## config.mk

```make
export PLATFORM = sky130hd
export DESIGN_NAME = cursor_measure
export DESIGN_NICKNAME = d
export VERILOG_FILES = /design/src/rtl/cursor_measure.sv
export SDC_FILE = /design/constraint.sdc
export NUM_CORES = 1
export LEC_CHECK = 0
export CAP_MARGIN = 20
export CORE_ASPECT_RATIO = 0.75
export CORE_UTILIZATION = 45
export DETAILED_ROUTE_END_ITERATION = 8
export MAX_ROUTING_LAYER = met4
export PLACE_DENSITY_LB_ADDON = 0.12
export SYNTH_ARGS = -nofsm -noshare
export SYNTH_HDL_FRONTEND = slang
export SYNTH_SLANG_ARGS = --single-unit
```

## constraint.sdc

```tcl
create_clock -name clock -period 3.5 [get_ports clock]
set_clock_uncertainty 0.1 [all_clocks]
set_input_delay 0.35 -clock clock [delete_from_list [all_inputs] [get_ports clock]]
set_output_delay 0.35 -clock clock [all_outputs]
set_load 0.01 [all_outputs]
```

## src/rtl/cursor_measure.sv

```systemverilog
// Cursor-pair measurement for the seven-segment display: |X2-X1| or |Y2-Y1| scaled by a
// sequential shift-add multiply, saturated to 0..9999. Optional 4-sample mean: MEAS_AVG4_EN.
module cursor_measure #(
  parameter int          REFRESH_DIV = 2500000,
  parameter logic [7:0]  SCALE_X     = 8'd4,
  parameter logic [7:0]  SCALE_Y     = 8'd1,
  parameter int          FRAC_BITS   = 0
) (
  input  logic        clock,
  input  logic        reset,
  input  logic        cursorX_EN,
  input  logic        cursorY_EN,
  input  logic [10:0] cursorX1,
  input  logic [10:0] cursorX2,
  input  logic [10:0] cursorY1,
  input  logic [10:0] cursorY2,
  output logic [13:0] number,
  output logic [3:0]  seg_En,
  output logic        saturated,
  output logic        valid,
  output logic        busy
);

  localparam int CNT_W = $clog2(REFRESH_DIV);
  localparam logic [CNT_W-1:0] CNT_MAX = CNT_W'(REFRESH_DIV - 1);

  typedef enum logic [2:0] {IDLE, CAPT, MULT, SAT, OUT} state_t;
  typedef enum logic [1:0] {MODE_NONE, MODE_X, MODE_Y} mode_t;

  function automatic logic [10:0] abs_diff(input logic [10:0] a, input logic [10:0] b);
    return (a >= b) ? (a - b) : (b - a);
  endfunction

  // Returns {clipped, value}.
  function automatic logic [14:0] saturate(input logic [18:0] v);
    if (v > 19'd9999)
      return {1'b1, 14'd9999};
    else
      return {1'b0, v[13:0]};
  endfunction

  function automatic logic [3:0] seg_rule(input logic none, input logic [13:0] v);
    if (none)              return 4'b0000;
    else if (v >= 14'd1000) return 4'b1111;
    else if (v >= 14'd100)  return 4'b0111;
    else if (v >= 14'd10)   return 4'b0011;
    else                    return 4'b0001;
  endfunction

  logic [CNT_W-1:0] cnt;
  logic             tick;
  state_t           state_q, state_d;
  logic [3:0]       bit_cnt;

  mode_t            mode_p0;
  logic [10:0]      delta_p0;
  logic [18:0]      scale_p0;
  logic [18:0]      product_p1;

  logic [18:0]      shifted_p2;
  logic [14:0]      sat_word_p2;
  logic [13:0]      r_val_p2;
  logic             r_sat_p2;
  logic [13:0]      out_val_p2;
  logic             out_sat_p2;

  // Free-running refresh divider; ticks arriving while busy are simply ignored by the FSM.
  always_ff @(posedge clock or posedge reset) begin
    if (reset)
      cnt <= '0;
    else if (cnt == CNT_MAX)
      cnt <= '0;
    else
      cnt <= cnt + 1'b1;
  end

  assign tick = (cnt == CNT_MAX);

  always_ff @(posedge clock or posedge reset) begin
    if (reset) begin
      state_q <= IDLE;
      bit_cnt <= '0;
    end else begin
      state_q <= state_d;
      if (state_q == MULT)
        bit_cnt <= bit_cnt + 1'b1;
      else
        bit_cnt <= '0;
    end
  end

  always_comb begin
    state_d = state_q;
    case (state_q)
      IDLE:    if (tick) state_d = CAPT;
      CAPT:    state_d = MULT;
      MULT:    if (bit_cnt == 4'd10) state_d = SAT;
      SAT:     state_d = OUT;
      OUT:     state_d = IDLE;
      default: state_d = IDLE;
    endcase
  end

  assign busy = (state_q != IDLE);

  // Stage p0/p1: capture operands, then shift-add one delta bit per MULT cycle.
  always_ff @(posedge clock) begin
    if (state_q == CAPT) begin
      product_p1 <= '0;
      if (cursorX_EN) begin
        mode_p0  <= MODE_X;
        delta_p0 <= abs_diff(cursorX1, cursorX2);
        scale_p0 <= {11'd0, SCALE_X};
      end else if (cursorY_EN) begin
        mode_p0  <= MODE_Y;
        delta_p0 <= abs_diff(cursorY1, cursorY2);
        scale_p0 <= {11'd0, SCALE_Y};
      end else begin
        mode_p0  <= MODE_NONE;
        delta_p0 <= '0;
        scale_p0 <= '0;
      end
    end else if (state_q == MULT) begin
      if (delta_p0[0])
        product_p1 <= product_p1 + scale_p0;
      delta_p0 <= delta_p0 >> 1;
      scale_p0 <= scale_p0 << 1;
    end
  end

  // Stage p2: fixed-point shift and clip, evaluated during SAT.
  always_comb begin
    shifted_p2  = product_p1 >> FRAC_BITS;
    sat_word_p2 = saturate(shifted_p2);
    r_val_p2    = sat_word_p2[13:0];
    r_sat_p2    = sat_word_p2[14];
    if (mode_p0 == MODE_NONE) begin
      r_val_p2 = '0;
      r_sat_p2 = 1'b0;
    end
  end

`ifdef MEAS_AVG4_EN
  logic [3:0][13:0] hist;
  logic [3:0]       hist_sat;
  logic             hist_vld;
  mode_t            hist_mode;
  logic             reload_p2;
  logic [15:0]      avg_sum_p2;

  // A fresh start or a mode change refills the history so the mean tracks the new value at once.
  always_comb begin
    reload_p2 = !hist_vld || (hist_mode != mode_p0);
    if (reload_p2) begin
      avg_sum_p2 = {r_val_p2, 2'b00};
      out_sat_p2 = r_sat_p2;
    end else begin
      avg_sum_p2 = {2'b00, r_val_p2} + {2'b00, hist[0]} + {2'b00, hist[1]} + {2'b00, hist[2]};
      out_sat_p2 = r_sat_p2 | hist_sat[0] | hist_sat[1] | hist_sat[2];
    end
    out_val_p2 = avg_sum_p2[15:2];
  end

  always_ff @(posedge clock or posedge reset) begin
    if (reset) begin
      hist_vld  <= 1'b0;
      hist_mode <= MODE_NONE;
      hist_sat  <= '0;
    end else if (state_q == SAT) begin
      hist_vld  <= 1'b1;
      hist_mode <= mode_p0;
      if (reload_p2)
        hist_sat <= {4{r_sat_p2}};
      else
        hist_sat <= {hist_sat[2:0], r_sat_p2};
    end
  end

  always_ff @(posedge clock) begin
    if (state_q == SAT) begin
      if (reload_p2)
        hist <= {4{r_val_p2}};
      else
        hist <= {hist[2:0], r_val_p2};
    end
  end
`else
  always_comb begin
    out_val_p2 = r_val_p2;
    out_sat_p2 = r_sat_p2;
  end
`endif

  // Output stage: registered on the SAT->OUT edge together with the valid pulse.
  always_ff @(posedge clock or posedge reset) begin
    if (reset) begin
      number    <= '0;
      seg_En    <= 4'b0000;
      saturated <= 1'b0;
      valid     <= 1'b0;
    end else begin
      valid <= (state_q == SAT);
      if (state_q == SAT) begin
        number    <= out_val_p2;
        saturated <= out_sat_p2;
        seg_En    <= seg_rule(mode_p0 == MODE_NONE, out_val_p2);
      end
    end
  end

endmodule

```

==> results.ini <==
[power]
combPwrFrac=0.169
p_int_uw=2030
power_uw=2690
clkPwrFrac=0.387
power_density_nw_per_um2=332
power.leakage_uw=0.00370
peakVddDrop_mv=0.250
p_seq_frac=0.444
net-switching-power_uw=664
netSwitchingFraction=0.246

[outcome]
status=complete, no violations

[worst_setup_path]
path_buf_inv=3
rrSetupSlack_ns=0.93
r2r.worst_path.cells=11
cp_max_fo=10
worstReg2RegEnd=product_p1[12]
critPathKind=input pin to register
end_kind=register
cp_cell_sequence=clkdlybuf4s50_1, inv_1, ha_1, and2_4, a221o_1, or4_4, o22ai_2, buf_12, mux2i_1, xnor2_1, o21ai_0, o22a_1
cp_top_family=compound AO/OA/AOI/OAI gates
arrival_ns=3.11
critPathRequiredTime_ns=3.50
crit_path_start_kind=input pin
critPathMaxStageDelay_ns=0.49
cpMaxStageDelayCell=clkdlybuf4s50_1
r2r-start=product_p1[0]

[floorplanning]
die-area_um2=15700
fp-row-count=38
initial_core_util=0.468
io_pins=69
coreArea_um2=14600
dieWidth_um=144
die_h_um=109

[placement]
placed_cells=1021
pre_cts_ws_ns=0.0198
hpwlAfterDp_mm=11.6
gp_congestion=0.845
io_buffers=68

[global_route]
grt_pass1_wl_mm=25.4
grt_use_met1=0.287
grt_max_degree=50
grt_pass1_vias=5288
overflow=0
antenna_found_initial=0
met3_usage=0.0351
use_met2=0.325
grt_usage=0.207
grt.busiest_layer=met2

[layout]
syn_to_final_growth_pct=18.6
n_fill_cell=1356
diodes=0
final_common_cell=nand2_1
layout_common_cells=nand2_1, inv_1, clkdlybuf4s50_1
fin_nets=949
layout-drive-gt1-share=0.0489
final_cells=1038

[route]
drt-initial-drc-count=335
drc=0
wl_mm=15.0
wire_per_inst_um=14.4
vias=5608
vias_per_cell=5.40
drt_pass1_iterations=4
ant_nets=0

[clock_network]
insertion_delay_ns=0.34
clk_pin_slew_ns=0.07
ctsHoldBuffers=0
cts_tree=done
htree_levels=3
clockBufferDepth=2
post_cts_resized=0
cts_inserted_buffers=9
cts_setup_buffers=0
clock-sinks=100
cts_root_buf=clkbuf_16

[logic_synthesis]
ys_top_cells_by_area=dfrtp_1, edfxtp_1, ha_1
yosys.cell_types.count=67
synth.top_cell.area_share=0.179
ys.flop_type=dfrtp_1
ys_seq_area_frac=0.375
ys_seq_elements=100
yosys_warnings=0
syn_area_um2=6850
synth_nets=881
syn_inst=765
synth_edf_count=32
async_flop_share=0.490
synth_area_leader_cell=dfrtp_1
synth_area_per_cell_um2=8.95

[job]
maxCapViolations=0

[timing]
rsz0062_at_grt=false
setup-violations-final=0
slew-limit-headroom=0.520
hold_viol=0
worst_pin_slew_ns=0.718
fin_crit_sh=0.889
slew_violations=0
fmax_mhz=321
setup_tns_ns=0
holdWs_ns=0.133
setup_slack_ns=0.389
period_needed_ns=3.11

[min_path]
hp-class=input pin to async pin

[synth_stat cells (7+ instances only)]
cell type / number
a21o_1: 14
a21oi_1: 56
a31oi_1: 7
and2_1: 18
and3_1: 12
clkbuf_1: 15
dfrtp_1: 49
dfxtp_1: 19
edfxtp_1: 32
ha_1: 63
inv_1: 69
mux2i_1: 21
nand2_1: 77
nand2b_1: 7
nand3_1: 25
nor2_1: 59
nor2b_1: 10
nor3_1: 11
o21a_1: 8
o21ai_0: 37
o21ai_1: 12
xnor2_1: 28
xor2_1: 19
[through the flow]
stage / area, µm² / util
after floorplan: 6850 / -
after global placement: 7770 / 0.531
after detailed placement: 7770 / 0.531
after CTS: 8100 / 0.553
after global routing: 8120 / 0.555
final: 8120 / 0.555
[state kept, by name, indices dropped and copies added, names as in the netlist]
name,cells
mode_p0,2
valid,1
delta_p0,11
product_p1,19
bit_cnt,4
state_q,3
number,14
saturated,1
scale_p0,19
cnt,22
seg_En,4
[worst reg2reg max path, stage by stage (launching register included)]
cell      delay [ns]
dfxtp_1         0.37
ha_1            0.18
inv_1           0.06
fa_1            0.39
nor2b_1         0.16
o31a_1          0.20
or2_1           0.14
a21oi_1         0.08
o21bai_1        0.22
a31oi_1         0.14
or3_1           0.32
a31oi_1         0.15
[worst max-delay path by stage]
stage                     slack [ns]        start           to  cells past startpoint
after floorplan                 0.61  cursorY1[7]  delta_p0[5]                     11
after global placement          0.09  cursorY1[7]  delta_p0[5]                     12
after detailed placement        0.02  cursorY1[8]  delta_p0[6]                     12
after CTS                       0.39  cursorY1[8]  delta_p0[5]                     12
after global routing            0.21  cursorY1[7]  delta_p0[3]                     12
final                           0.39  cursorY1[8]  delta_p0[5]                     12
[layout make-up]
type / instances / area [µm²] / area share
clock inverters: 3 / 21.3 / 0.00262
well taps: 200 / 250 / 0.0308
multi-input cells: 570 / 3900 / 0.480
clock buffers: 13 / 304 / 0.0374
inverters: 69 / 259 / 0.0319
flip-flops and latches: 100 / 2570 / 0.316
repair buffers: 83 / 818 / 0.101
[power groups by stage]
stage / clock network (µW) / registers, µW / logic (µW)
6_report: 1040 / 1200 / 455
5_1_grt: 1110 / 1200 / 504
4_1_cts: 1060 / 1200 / 454
3_5_place_dp: 0 / 1220 / 452
3_3_place_gp: 0 / 1220 / 446
2_1_floorplan: 0 / 1220 / 298
[cell families (layout without fill, tap and decap cells)]
logic type               Yosys count  after routing  synth area share
AO/OA/AOI/OAI                    184            184             0.172
XOR/XNOR                          47             47            0.0601
adder cells (fa/ha/maj)           68             68             0.130
buffers and inverters             95            168            0.0557
flip-flops                       100            100             0.375
multiplexers                      22             22            0.0323
AND/OR/NAND/NOR                  249            249             0.176
[per-layer routing]
metal  share of wire  wire, µm
met5               0         0
met4          0.0060        89
met3           0.037       554
met2            0.44      6630
met1            0.51      7680
No activity file was read; power rests on OpenSTA's default activity.
